### config.mk
export PLATFORM = sky130hd
export DESIGN_NAME = rv_pipe_ctrl
export DESIGN_NICKNAME = d
export VERILOG_FILES = /design/src/rtl/rv_ctrl_pkg.sv /design/src/rtl/rv_decoder.sv /design/src/rtl/rv_pipe_ctrl.sv
export SDC_FILE = /design/constraint.sdc
export NUM_CORES = 1
export LEC_CHECK = 0
export CORE_MARGIN = 10
export CORE_UTILIZATION = 40
export CTS_CLUSTER_DIAMETER = 100
export CTS_CLUSTER_SIZE = 8
export DETAILED_ROUTE_END_ITERATION = 10
export PLACE_DENSITY = 0.72
export SLEW_MARGIN = 10
export SYNTH_ARGS = -nofsm -noshare
export SYNTH_HDL_FRONTEND = slang
export SYNTH_HIERARCHICAL = 1
export SYNTH_SLANG_ARGS = --single-unit
### constraint.sdc
create_clock -name clk -period 6.4 [get_ports clk]
set_input_delay 1.28 -clock clk [delete_from_list [all_inputs] [get_ports clk]]
set_output_delay 1.28 -clock clk [all_outputs]
set_load 0.05 [all_outputs]
### src/rtl/rv_ctrl_pkg.sv
// Shared constants for the RV32I upstream control stage: instruction types,
// opcodes, control-word field positions and the canonical NOP encodings.
package rv_ctrl_pkg;

   localparam logic [3:0] T_LOAD   = 4'd0;
   localparam logic [3:0] T_IMM    = 4'd1;
   localparam logic [3:0] T_STORE  = 4'd2;
   localparam logic [3:0] T_REG    = 4'd3;
   localparam logic [3:0] T_LUI    = 4'd4;
   localparam logic [3:0] T_AUIPC  = 4'd5;
   localparam logic [3:0] T_BRANCH = 4'd6;
   localparam logic [3:0] T_JALR   = 4'd7;
   localparam logic [3:0] T_JAL    = 4'd8;

   localparam logic [6:0] OP_LOAD   = 7'b0000011;
   localparam logic [6:0] OP_IMM    = 7'b0010011;
   localparam logic [6:0] OP_STORE  = 7'b0100011;
   localparam logic [6:0] OP_REG    = 7'b0110011;
   localparam logic [6:0] OP_LUI    = 7'b0110111;
   localparam logic [6:0] OP_AUIPC  = 7'b0010111;
   localparam logic [6:0] OP_BRANCH = 7'b1100011;
   localparam logic [6:0] OP_JALR   = 7'b1100111;
   localparam logic [6:0] OP_JAL    = 7'b1101111;

   localparam int CW_TYPE_LSB = 0;
   localparam int CW_FUN3_LSB = 4;
   localparam int CW_FUN7     = 7;
   localparam int CW_RD_LSB   = 8;
   localparam int CW_RS1_LSB  = 13;
   localparam int CW_RS2_LSB  = 18;

   localparam logic [22:0] NOP_CWORD = 23'h000001;
   localparam logic [31:0] NOP_INSTR = 32'h00000013;

   function automatic logic [3:0] cw_type(input logic [22:0] cw);
      return cw[CW_TYPE_LSB +: 4];
   endfunction

   function automatic logic [2:0] cw_fun3(input logic [22:0] cw);
      return cw[CW_FUN3_LSB +: 3];
   endfunction

   function automatic logic [4:0] cw_rd(input logic [22:0] cw);
      return cw[CW_RD_LSB +: 5];
   endfunction

   function automatic logic [4:0] cw_rs1(input logic [22:0] cw);
      return cw[CW_RS1_LSB +: 5];
   endfunction

   function automatic logic [4:0] cw_rs2(input logic [22:0] cw);
      return cw[CW_RS2_LSB +: 5];
   endfunction

   // True when a stage holding this word will write a nonzero register.
   function automatic logic writes_rd(input logic [22:0] cw);
      return (cw_type(cw) != T_STORE) && (cw_type(cw) != T_BRANCH) &&
             (cw_rd(cw) != 5'd0);
   endfunction

endpackage

### src/rtl/rv_decoder.sv
// Combinational RV32I decoder: instruction word to 23-bit control word and
// sign-extended immediate. Unknown opcodes decode as NOP with a zero immediate.
module rv_decoder
   import rv_ctrl_pkg::*;
(
   input  logic [31:0] instr_i,
   output logic [22:0] cword_o,
   output logic [31:0] imm_o
);

   logic [6:0]  opcode;
   logic [2:0]  fun3;
   logic [31:0] imm_i, imm_s, imm_b, imm_u, imm_j;
   logic [3:0]  itype;
   logic        known, use_rs1, use_rs2, use_rd, fun7;
   logic [31:0] imm_sel;

   assign opcode = instr_i[6:0];
   assign fun3   = instr_i[14:12];

   assign imm_i = {{20{instr_i[31]}}, instr_i[31:20]};
   assign imm_s = {{20{instr_i[31]}}, instr_i[31:25], instr_i[11:7]};
   assign imm_b = {{19{instr_i[31]}}, instr_i[31], instr_i[7], instr_i[30:25],
                   instr_i[11:8], 1'b0};
   assign imm_u = {instr_i[31:12], 12'h000};
   assign imm_j = {{11{instr_i[31]}}, instr_i[31], instr_i[19:12], instr_i[20],
                   instr_i[30:21], 1'b0};

   always_comb begin
      itype   = T_IMM;
      known   = 1'b1;
      use_rs1 = 1'b1;
      use_rs2 = 1'b1;
      use_rd  = 1'b1;
      fun7    = 1'b0;
      imm_sel = 32'h0;
      case (opcode)
         OP_LOAD:   begin itype = T_LOAD;   use_rs2 = 1'b0; imm_sel = imm_i; end
         OP_IMM:    begin
            itype   = T_IMM;
            use_rs2 = 1'b0;
            imm_sel = imm_i;
            fun7    = (fun3 == 3'b101) && instr_i[30];
         end
         OP_STORE:  begin itype = T_STORE;  use_rd = 1'b0;  imm_sel = imm_s; end
         OP_REG:    begin itype = T_REG;    fun7 = instr_i[30]; end
         OP_LUI:    begin itype = T_LUI;    use_rs1 = 1'b0; use_rs2 = 1'b0; imm_sel = imm_u; end
         OP_AUIPC:  begin itype = T_AUIPC;  use_rs1 = 1'b0; use_rs2 = 1'b0; imm_sel = imm_u; end
         OP_BRANCH: begin itype = T_BRANCH; use_rd = 1'b0;  imm_sel = imm_b; end
         OP_JALR:   begin itype = T_JALR;   use_rs2 = 1'b0; imm_sel = imm_i; end
         OP_JAL:    begin itype = T_JAL;    use_rs1 = 1'b0; use_rs2 = 1'b0; imm_sel = imm_j; end
         default:   known = 1'b0;
      endcase

      cword_o = NOP_CWORD;
      imm_o   = 32'h0;
      if (known) begin
         cword_o = {instr_i[24:20] & {5{use_rs2}},
                    instr_i[19:15] & {5{use_rs1}},
                    instr_i[11:7]  & {5{use_rd}},
                    fun7, fun3, itype};
         imm_o   = imm_sel;
      end
   end

endmodule

### src/rtl/rv_pipe_ctrl.sv
// Upstream control for the RV32I pipeline: PC/fetch, IF/ID register, control
// word pipeline, branch/jump redirect and RAW-hazard stalls (no forwarding).
module rv_pipe_ctrl
   import rv_ctrl_pkg::*;
#(
   parameter logic [31:0] RESET_PC = 32'h0000_0000
)(
   input  logic        clk,
   input  logic        rst,
   output logic [31:0] imem_addr,
   input  logic [31:0] imem_data,
   input  logic [31:0] r_for_pc,
   input  logic [3:0]  funit_ZCNVFlags,
   output logic [22:0] cwordID,
   output logic [22:0] cwordEX,
   output logic [22:0] cwordMEM,
   output logic [22:0] cwordWB,
   output logic [31:0] pc,
   output logic [31:0] immEX,
   output logic [31:0] immMEM,
   output logic        stall,
   output logic        flush
);

   logic [31:0] pc_q, pc_d, instr_q, instr_d, pcid_q, pcid_d;
   logic [22:0] cw_ex_q, cw_ex_d, cw_mem_q, cw_mem_d, cw_wb_q, cw_wb_d;
   logic [31:0] pc_ex_q, pc_ex_d, imm_ex_q, imm_ex_d, imm_mem_q, imm_mem_d;
   logic [22:0] cw_id;
   logic [31:0] imm_id, br_tgt, jump_tgt;
   logic        flag_z, flag_c, flag_n, flag_v, br_cond, br_taken, is_jump;

   rv_decoder u_dec (
      .instr_i (instr_q),
      .cword_o (cw_id),
      .imm_o   (imm_id)
   );

   function automatic logic hit(input logic [22:0] stage_cw, input logic [4:0] rs);
      return (rs != 5'd0) && writes_rd(stage_cw) && (cw_rd(stage_cw) == rs);
   endfunction

   assign stall = hit(cw_ex_q,  cw_rs1(cw_id)) || hit(cw_ex_q,  cw_rs2(cw_id)) ||
                  hit(cw_mem_q, cw_rs1(cw_id)) || hit(cw_mem_q, cw_rs2(cw_id)) ||
                  hit(cw_wb_q,  cw_rs1(cw_id)) || hit(cw_wb_q,  cw_rs2(cw_id));

   assign {flag_z, flag_c, flag_n, flag_v} = funit_ZCNVFlags;

   always_comb begin
      case (cw_fun3(cw_ex_q))
         3'b000:  br_cond = flag_z;
         3'b001:  br_cond = !flag_z;
         3'b100:  br_cond = flag_n ^ flag_v;
         3'b101:  br_cond = !(flag_n ^ flag_v);
         3'b110:  br_cond = !flag_c;
         3'b111:  br_cond = flag_c;
         default: br_cond = 1'b0;
      endcase
   end

   assign br_taken = (cw_type(cw_ex_q) == T_BRANCH) && br_cond;
   assign br_tgt   = pc_ex_q + imm_ex_q;
   assign is_jump  = (cw_type(cw_id) == T_JAL) || (cw_type(cw_id) == T_JALR);
   assign jump_tgt = (cw_type(cw_id) == T_JAL) ? (pcid_q + imm_id)
                                               : ((r_for_pc + imm_id) & ~32'h1);
   assign flush    = br_taken;

   // A taken branch outranks a stall, which outranks a jump in ID.
   always_comb begin
      pc_d      = pc_q + 32'd4;
      instr_d   = imem_data;
      pcid_d    = pc_q;
      cw_ex_d   = cw_id;
      pc_ex_d   = pcid_q;
      imm_ex_d  = imm_id;
      cw_mem_d  = cw_ex_q;
      cw_wb_d   = cw_mem_q;
      imm_mem_d = imm_ex_q;
      if (br_taken) begin
         pc_d     = br_tgt;
         instr_d  = NOP_INSTR;
         pcid_d   = pcid_q;
         cw_ex_d  = NOP_CWORD;
         pc_ex_d  = pc_ex_q;
         imm_ex_d = 32'h0;
      end else if (stall) begin
         pc_d     = pc_q;
         instr_d  = instr_q;
         pcid_d   = pcid_q;
         cw_ex_d  = NOP_CWORD;
         pc_ex_d  = pc_ex_q;
         imm_ex_d = 32'h0;
      end else if (is_jump) begin
         pc_d    = jump_tgt;
         instr_d = NOP_INSTR;
         pcid_d  = pcid_q;
      end
   end

   always_ff @(posedge clk or negedge rst) begin
      if (!rst) begin
         pc_q      <= RESET_PC;
         instr_q   <= NOP_INSTR;
         pcid_q    <= 32'h0;
         cw_ex_q   <= NOP_CWORD;
         cw_mem_q  <= NOP_CWORD;
         cw_wb_q   <= NOP_CWORD;
         pc_ex_q   <= 32'h0;
         imm_ex_q  <= 32'h0;
         imm_mem_q <= 32'h0;
      end else begin
         pc_q      <= pc_d;
         instr_q   <= instr_d;
         pcid_q    <= pcid_d;
         cw_ex_q   <= cw_ex_d;
         cw_mem_q  <= cw_mem_d;
         cw_wb_q   <= cw_wb_d;
         pc_ex_q   <= pc_ex_d;
         imm_ex_q  <= imm_ex_d;
         imm_mem_q <= imm_mem_d;
      end
   end

   assign imem_addr = pc_q;
   assign cwordID   = cw_id;
   assign cwordEX   = cw_ex_q;
   assign cwordMEM  = cw_mem_q;
   assign cwordWB   = cw_wb_q;
   assign pc        = pc_ex_q;
   assign immEX     = imm_ex_q;
   assign immMEM    = imm_mem_q;

endmodule

==> run metrics, run 1 <==
syn nets=1883; setup TNS=0 ns; vias in the first global route=14272; share of the synthesized area in the top cell type=40.6%; CTS tree=done; commonest cells in the netlist=296 x nand2_1, 255 x dfrtp_1, 116 x a21oi_1; Root Buffer=clkbuf_16; total track usage=24.6%; area delta synth->final=28.5%; Tcrit/Tclk final=87.1%; critical path peak fanout=10; flops & latches, synth=261; Synth cell types=81; vias after detailed routing=14461; flop2flop setup slack=1.55 ns; Skew-Pair Late Insertion Delay=0.57 ns; Initial DRC Count=1357; row cnt=72; count of final max-slew check failures=0; Crit. End Element=output port; Final Non-Filler Cells=2516; most common cell in the netlist=nand2_1; post_cts resized=0; Total Power=0.0101 W; Post-DP HPWL=45.8 mm; total iterations of the first detailed-routing run=5; gr ovfl total=0; clk sinks=261; Max Cap Viol=0; final net count=2148; HP Class=reg2reg; Worst-Margin Slew=1.11 ns; port bufs=291; Power Density=499 nW/um2; detailed-route wire length per cell=24.0 um; share of layout cells above drive strength 1=5.06%; Final Hold Fails=0; Crit path required time=5.12 ns; Post-synth EDFFs=0; max_slew headroom=26.1%; antenna violations before repair=2; synth top area cells=dfrtp_1 41%, ha_1 7.4%, nand2_1 7.1%; core area=38700 um2; final core utilization=52.2%; placed cell count=2460; Die W=218 um; RSZ-0062 raised after global routing=no; top_reg_cell synth=dfrtp_1; status=completed; DRC=0; Die Span Y=218 um; Yosys top cell by area=dfrtp_1; pin count of the biggest net entering global routing=144; dpl cell area=19100 um2; Clock transition at path regs=0.05 ns; Yosys warnings=6; Post-CTS Hold Buffers=0; Initial Utilization=40.6%; via-per-instance ratio=5.75; final wirelength=60.4 mm; Final setup viols=0; Final Cell Area=20200 um2; fill cell count=3570; register area share after synthesis=41.6%; Num CTS Buffers=38; postcts setup bufs=0; CTS Buffer Depth=3; fin crit period=5.57 ns; clk_skew=0.0275 ns; VDD IR-drop max=0.296 mV; H-tree depth=2; async set-or-reset flop fraction in the synthesized netlist=100%; leakage=9.81 nW; antenna viol nets, final=0; Syn Area/Cell=9.16 um2; die footprint=47700 um2; gp weighted congestion=1.00; IO Count=292; startpoint types=flop; synthesized area=15700 um2; global-route wire length before repair=89.8 mm; fmax=179 MHz; critical path class=reg2out; WP data arrival=4.29 ns; Post-Syn Instances=1717
==> critical path, cell delays in order (launching register included) <==
cell and delay, ns:
dfstp_2 0.53, and2_1 0.34, nand4_1 0.17, nor2_1 0.29
and2_1 0.34, or4_1 0.17, nor2_2 0.05, nor4_1 0.34
o21ai_1 0.12, and3_2 0.25, clkinv_1 0.25, clkdlybuf4s50_1 0.87
==> layout make-up <==
type / instances / area (um2) / area share [%]
Antenna cell: 2 / 5.00 / 0.0248
Clock buffer: 51 / 1010 / 5.00
Clock inverter: 3 / 62.6 / 0.309
Inverter: 26 / 97.6 / 0.483
Multi-Input combinational cell: 1342 / 8740 / 43.3
Sequential cell: 261 / 6540 / 32.3
Tap cell: 518 / 648 / 3.21
Timing Repair Buffer: 313 / 3110 / 15.4
==> kinds of logic (layout without fill, tap and decap cells) <==
kind of cell	Yosys count	count (layout)	share of synthesized area, %
other	0	2	0
AND/OR/NAND/NOR	630	630	19.2
AO/OA/AOI/OAI	472	472	20.4
multiplexers	9	9	0.573
buffers and inverters	114	393	3.01
adder cells (fa/ha/maj)	96	96	7.78
XOR/XNOR	135	135	7.51
flip-flops	261	261	41.6
==> through the flow <==
stage	setup slack, ns	hold slack [ns]
after floorplan	2.04	0.467
after global placement	1.42	0.357
after detailed placement	1.40	0.361
after CTS	0.819	0.373
after global routing	0.525	0.378
final	0.827	0.370
==> layout by cell type (no fill, tap or decap), drive strengths merged, types with 10 or more instances in the layout <==
cell type / count
a211oi: 18
a21o: 75
a21oi: 118
a221o: 10
a22o: 33
a31oi: 13
and2: 34
and3: 66
buf: 23
clkbuf: 51
clkdlybuf4s50: 290
dfrtp: 255
ha: 93
inv: 25
nand2: 298
nand2b: 17
nand3: 44
nand4: 21
nor2: 80
nor2b: 11
nor3: 15
nor4: 10
o211ai: 23
o21ai: 83
o221ai: 11
o22ai: 10
xnor2: 71
xor2: 64
==> flip-flops by register name (all words and copies together), names as in the netlist <==
register / flops
cwordEX: 23
cwordMEM: 23
instr_q: 32
immEX: 32
imem_addr: 32
cwordWB: 23
immMEM: 32
pcid_q: 32
pc: 32
==> path summary, 6_finish.rpt <==
check                                       startpoint                         to  cells after the start
worst max-delay path            instr_q[1]$_DFFE_PN1P_                      stall                     11
worst min-delay path             cwordEX[21]$_DFF_PN0_     cwordMEM[21]$_DFF_PN0_                      0
worst max register to register  instr_q[1]$_DFFE_PN1P_  imem_addr[30]$_DFFE_PN0P_                     16
worst min register to register   cwordEX[21]$_DFF_PN0_     cwordMEM[21]$_DFF_PN0_                      0
max in group asynchronous                          rst    instr_q[26]$_DFFE_PN0P_                      2
min in group asynchronous                          rst       cwordWB[7]$_DFF_PN0_                      1
==> per-layer routing <==
layer	vias up	part of all wire [%]	global-route usage, %
met5	-	0	0
met4	0	3.2	8.84
met3	111	9.9	7.03
met2	670	44	38.0
met1	6974	42	32.3
li1	6706	-	-
==> where the power goes <==
group / switching (W) / internal [W]
Combinational: 0.00356 / 0.00183
Clock: 0.000765 / 0.00110
Sequential: 0.000663 / 0.00217
Total: 0.00499 / 0.00510
No activity file was read; power rests on OpenSTA's default activity.
==> run 2: changes to the inputs <==
PLACE_DENSITY = 0.74   (was 0.72)
clock period = 5 ns   (was 6.4 ns; I/O delays follow)
==> run metrics, run 2 (same netlist as run 1, synthesis figures left out) <==
dpl cell area=19300 um2 (+0.61%); Post-DP HPWL=46.3 mm (+1.2%); die footprint=47700 um2 (unchanged); antenna viol nets, final=0 (unchanged); met2 Use GR=38.9% (+0.85 points); RSZ-0062 raised after global routing=no; Max Cap Viol=0 (unchanged); Tcrit/Tclk final=96.8%; M3 GR Usage=5.61% (-1.4 points); share of layout cells above drive strength 1=5.75% (+0.69 points); detailed-route wire length per cell=23.9 um (-0.68%); pin count of the biggest net entering global routing=129 (-10%); max_slew headroom=28.8% (+2.7 points); final wirelength=60.5 mm (+0.15%); Final Hold Fails=0 (unchanged); port bufs=291 (unchanged); grt met1 use=32.7% (+0.35 points); setup TNS=0 ns (unchanged); H-tree depth=2 (unchanged); CTS Buffer Depth=3 (unchanged); CTS tree=done; Initial Utilization=40.6% (unchanged); R2R Path Start=instr_q[1]$_DFFE_PN1P_; HP Class=reg2reg; Clock transition at path regs=0.05 ns (about the same); Worst-Margin Slew=1.07 ns (-0.0397 ns); GRT busiest layer=met2; leakage=9.90 nW (+0.93%); vias after detailed routing=14793 (+2.3%); Root Buffer=clkbuf_16; commonest non-fill, non-tap cell in the layout=nand2_1; startpoint types=flop; Hold EP=cwordWB[21]$_DFF_PN0_; DRC=0 (unchanged); fill cell count=3519 (-1.4%); antenna violations before repair=0 (-2); fmax=207 MHz; Skew-Pair Late Insertion Delay=0.58 ns (about the same); critical path peak fanout=17 (+7); Total Power=0.0130 W (+29%); row cnt=72 (unchanged); total iterations of the first detailed-routing run=6 (+1); gr ovfl total=0 (unchanged); Die W=218 um (unchanged); Crit. End Element=output port; Critical R2R Capture=imem_addr[30]$_DFFE_PN0P_; Die Span Y=218 um (unchanged); total track usage=24.6% (-0.063 points); VDD IR-drop max=0.296 mV (about the same); vias in the first global route=14523 (+1.8%); count of final max-slew check failures=0 (unchanged); final net count=2161 (+0.61%); post_cts resized=1 (+1); area delta synth->final=29.3%; gp weighted congestion=0.982 (-2.0%); fin crit period=4.84 ns; via-per-instance ratio=5.83 (+1.4%); clk sinks=261 (unchanged); clk_skew=0.0368 ns (+0.00932 ns); global-route wire length before repair=90.5 mm (+0.86%); Final setup viols=0 (unchanged); hold path start=cwordMEM[21]$_DFF_PN0_; core area=38700 um2 (unchanged); Initial DRC Count=1383 (+1.9%); status=completed; Power Density=640 nW/um2 (+28%); Hold Path Stages=0 (unchanged); WP data arrival=3.84 ns (-0.45 ns); Crit path required time=4.00 ns (-1.12 ns); critical path class=reg2out; IO Count=292 (unchanged); # diodes=0 (-2); most frequent cells in the layout=296 x nand2_1, 288 x clkdlybuf4s50_1, 255 x dfrtp_1; worst r2r path cells=16 (unchanged); Num CTS Buffers=38 (unchanged); Final Cell Area=20400 um2 (+0.69%); postcts setup bufs=0 (unchanged); Post-CTS Hold Buffers=0 (unchanged); flop2flop setup slack=0.28 ns (-1.27 ns)
## run 2: cell count changes in the layout (fill, tap and decap cells not counted), moves of 2 or more
cell and delta:
buf_4 +13, clkbuf_1 +10, buf_12 +2, clkdlybuf4s50_1 -2, diode_2 -2, inv_16 +2
## run 2: critical path: stages (launching register included)
cell and delay, ns:
dfstp_2 0.64, and3b_1 0.28, nor2_1 0.13, nor2_1 0.09, and2_1 0.28, or4_1 0.57, nor2_2 0.18, nor4_1 0.08
o21ai_1 0.18, and3_4 0.42, clkinv_1 0.17, buf_4 0.22
## run 2: per-stage QoR
stage / worst slack [ns] / hold WS [ns] / cells / util [%]
final: 0.160 / 0.366 / 2537 / 52.5
after global routing: 0.00239 / 0.376 / 2537 / 52.5
after CTS: 0.142 / 0.368 / 2537 / 52.5
after detailed placement: 0.322 / 0.358 / 2473 / 49.7
after global placement: 0.500 / 0.357 / 2473 / 49.7
after floorplan: 0.919 / 0.467 / 1717 / -
## run 2: metal layers
metal	vias to the layer above	share of wire (%)
li1	6738	-
met1	7255	43
met2	692	45
met3	108	8.8
met4	0	2.8
met5	-	0
## run 2: cell type report
type / count / area, um2 / share of cell area, %
timing repair buffer: 326 / 3230 / 15.8
multi-input combinational: 1342 / 8750 / 43.0
tap: 518 / 648 / 3.18
inverter: 26 / 97.6 / 0.479
clock inverter: 4 / 61.3 / 0.301
clock buffer: 60 / 1030 / 5.08
sequential: 261 / 6540 / 32.1
## run 2: where the power goes
group          total, W  switching [W]  internal, W  leakage, nW
logic           0.00698        0.00459      0.00239         5.96
clock network   0.00244        0.00101      0.00142        0.525
registers       0.00362       0.000840      0.00278         3.41
total            0.0130        0.00644      0.00660         9.90
## run 2: how the worst max path moves through the flow
stage	slack [ns]	to	startpoint	depth (start not counted)
after CTS	0.14	stall	instr_q[4]$_DFFE_PN1P_	11
final	0.16	stall	instr_q[4]$_DFFE_PN1P_	11
after global placement	0.50	imem_addr[30]$_DFFE_PN0P_	instr_q[1]$_DFFE_PN1P_	16
after global routing	0.002	stall	instr_q[4]$_DFFE_PN1P_	11
after detailed placement	0.32	imem_addr[30]$_DFFE_PN0P_	instr_q[1]$_DFFE_PN1P_	16
after floorplan	0.92	stall	instr_q[4]$_DFFE_PN1P_	13
==> run 3: changes to the inputs <==
GPL_TIMING_DRIVEN = 0   (was default)
HOLD_SLACK_MARGIN = 0.1   (was default)
==> run metrics, run 3 (same netlist as run 1, synthesis figures left out) <==
CTS Buffer Depth=3 (unchanged); commonest non-fill, non-tap cell in the layout=nand2_1; vias in the first global route=14861 (+2.3%); HP Class=reg2reg; clock group share of total power=18.6% (about the same); placed cell count=2529 (+2.3%); Pint=0.00666 W (+0.95%); critical path's slowest cell=clkdlybuf4s50_1; Final Cell Area=20500 um2 (+0.81%); Comb power frac=54.7% (+1.2 points); Final setup viols=0 (unchanged); final net count=2217 (+2.6%); startpoint types=input port; area delta synth->final=30.4%; status=completed; clk_skew=0.0321 ns (-0.00468 ns); vias after detailed routing=15256 (+3.1%); leakage=9.91 nW (+0.14%); clk sinks=261 (unchanged); total track usage=26.3% (+1.7 points); # diodes=0 (unchanged); Max Cap Viol=0 (unchanged); Crit. End Element=output port; count of final max-slew check failures=0 (unchanged); max_slew headroom=27.0% (-1.7 points); RSZ-0062 raised after global routing=no; antenna viol nets, final=0 (unchanged); Num CTS Buffers=38 (unchanged); die footprint=47700 um2 (unchanged); sequential power share=26.7% (-1.1 points); Power Density=646 nW/um2 (+0.95%); Worst-Margin Slew=1.09 ns (+0.0257 ns); Switching Fraction=49.8% (+0.40 points); Final Non-Filler Cells=2590 (+2.1%); share of layout cells above drive strength 1=5.45% (-0.29 points); Tcrit/Tclk final=96.7% (-0.12 points); H-tree depth=2 (unchanged); Critical Path Max Stage Delay=0.48 ns (-0.16 ns); dpl cell area=19400 um2 (+0.63%); DRC=0 (unchanged); switching power total=0.00661 W (+2.6%); final wirelength=64.2 mm (+6.2%); via-per-instance ratio=5.89 (+1.0%); Root Buffer=clkbuf_16; Worst path most repeated cell=clkbuf_2; gp weighted congestion=1.01 (+3.1%); detailed-route wire length per cell=24.8 um (+4.0%); critical path class=in2out; WP data arrival=3.83 ns (about the same); setup TNS=0 ns (unchanged); most frequent cells in the layout=296 x nand2_1, 288 x clkdlybuf4s50_1, 255 x dfrtp_1; row cnt=72 (unchanged); Die W=218 um (unchanged); total iterations of the first detailed-routing run=5 (-1); CP delay by family, top=buffers and inverters; Initial DRC Count=1674 (+21%); Crit path required time=4.00 ns (about the same); Post-DP HPWL=50.0 mm (+7.8%); port bufs=291 (unchanged); fill cell count=3596 (+2.2%); Initial Utilization=40.6% (unchanged); fin crit period=4.83 ns (-0.00594 ns); VDD IR-drop max=0.317 mV (+7.1%); Die Span Y=218 um (unchanged); Final Hold Fails=0 (unchanged); Critical path buffers and inverters=5 (+3); crit-path cells=clkdlybuf4s50_1 > xor2_1 > mux2i_1 > xor2_1 > o21ai_0 > nand3_1 > inv_1 > clkbuf_2 > clkbuf_2 > clkbuf_2; Clock transition at path regs=0.05 ns (about the same); antenna violations before repair=3 (+3); pin count of the biggest net entering global routing=97 (-25%); IO Count=292 (unchanged); Skew-Pair Late Insertion Delay=0.56 ns (-0.02 ns); CTS tree=done; global-route wire length before repair=95.3 mm (+5.3%); critical path peak fanout=10 (-7); gr ovfl total=0 (unchanged); fmax=207 MHz (+0.12%); core area=38700 um2 (unchanged)
run 3: cell types whose count changed in the layout (fill, tap and decap cells not counted), sizes merged:
cell,change
clkbuf,+73
inv,-1
clkinv,-3
buf,-16
run 3: area by class of cell:
| type | instances | area (um2) | area share (%) |
|---|---|---|---|
| well taps | 518 | 648 | 3.16 |
| inverters | 26 | 100 | 0.488 |
| plain buffers | 88 | 378 | 1.84 |
| repair buffers | 294 | 2980 | 14.5 |
| flip-flops and latches | 261 | 6540 | 31.9 |
| multi-input cells | 1342 | 8760 | 42.7 |
| clock buffers | 61 | 1110 | 5.42 |
run 3: power groups by stage:
stage	registers, W	clock network, W	logic, W
finish	0.00354	0.00247	0.00725
global placement	0.00354	0	0.00705
detailed placement	0.00355	0	0.00713
floorplan	0.00469	0	0.00334
CTS	0.00352	0.00251	0.00717
global route	0.00362	0.00260	0.00771
run 3: worst paths after layout:
check | startpoint | end | slack (ns) | depth (start not counted)
min in group asynchronous | rst | cwordWB[6]$_DFF_PN0_ | 0.42 | 1
max in group asynchronous | rst | instr_q[28]$_DFFE_PN0P_ | 3.68 | 2
setup reg to reg | instr_q[1]$_DFFE_PN1P_ | imem_addr[30]$_DFFE_PN0P_ | 0.17 | 17
hold reg to reg | cwordMEM[21]$_DFF_PN0_ | cwordWB[21]$_DFF_PN0_ | 0.37 | 0
setup / recovery | funit_ZCNVFlags[0] | flush | 0.17 | 10
hold / removal | cwordMEM[21]$_DFF_PN0_ | cwordWB[21]$_DFF_PN0_ | 0.37 | 0
run 3: timing repair:
action	4_1_cts	5_1_grt
pin swaps	0	0
setup endpoints to repair	2	20
setup buffers	0	0
gates resized for setup	11	14
hold buffers	0	0
run 3: metrics by stage:
step	total power, W	util, %	hold slack [ns]	setup WS [ns]
6_report	0.0133	53.0	0.370	0.166
5_1_grt	0.0139	53.0	0.386	0.0198
4_1_cts	0.0132	52.9	0.371	0.0320
3_5_place_dp	0.0107	50.0	0.360	-0.734
3_3_place_gp	0.0106	49.8	0.359	-8.06
2_1_floorplan	0.00803	-	0.467	0.919
run 3: per-layer routing:
metal | up-vias | track usage, % | part of all wire (%)
li1 | 6844 | - | -
met1 | 7420 | 34.7 | 41
met2 | 824 | 41.2 | 44
met3 | 162 | 6.01 | 10
met4 | 6 | 9.72 | 3.9
met5 | - | 0 | 0.047
run 3: worst register-to-register path, delay by kind of cell (launching register included):
family                   cells  cell delay (ns)
AO/OA/AOI/OAI               10             2.79
flip-flops                   1             0.54
AND/OR/NAND/NOR              3             0.50
adder cells (fa/ha/maj)      1             0.45
buffers and inverters        2             0.31
multiplexers                 1             0.17
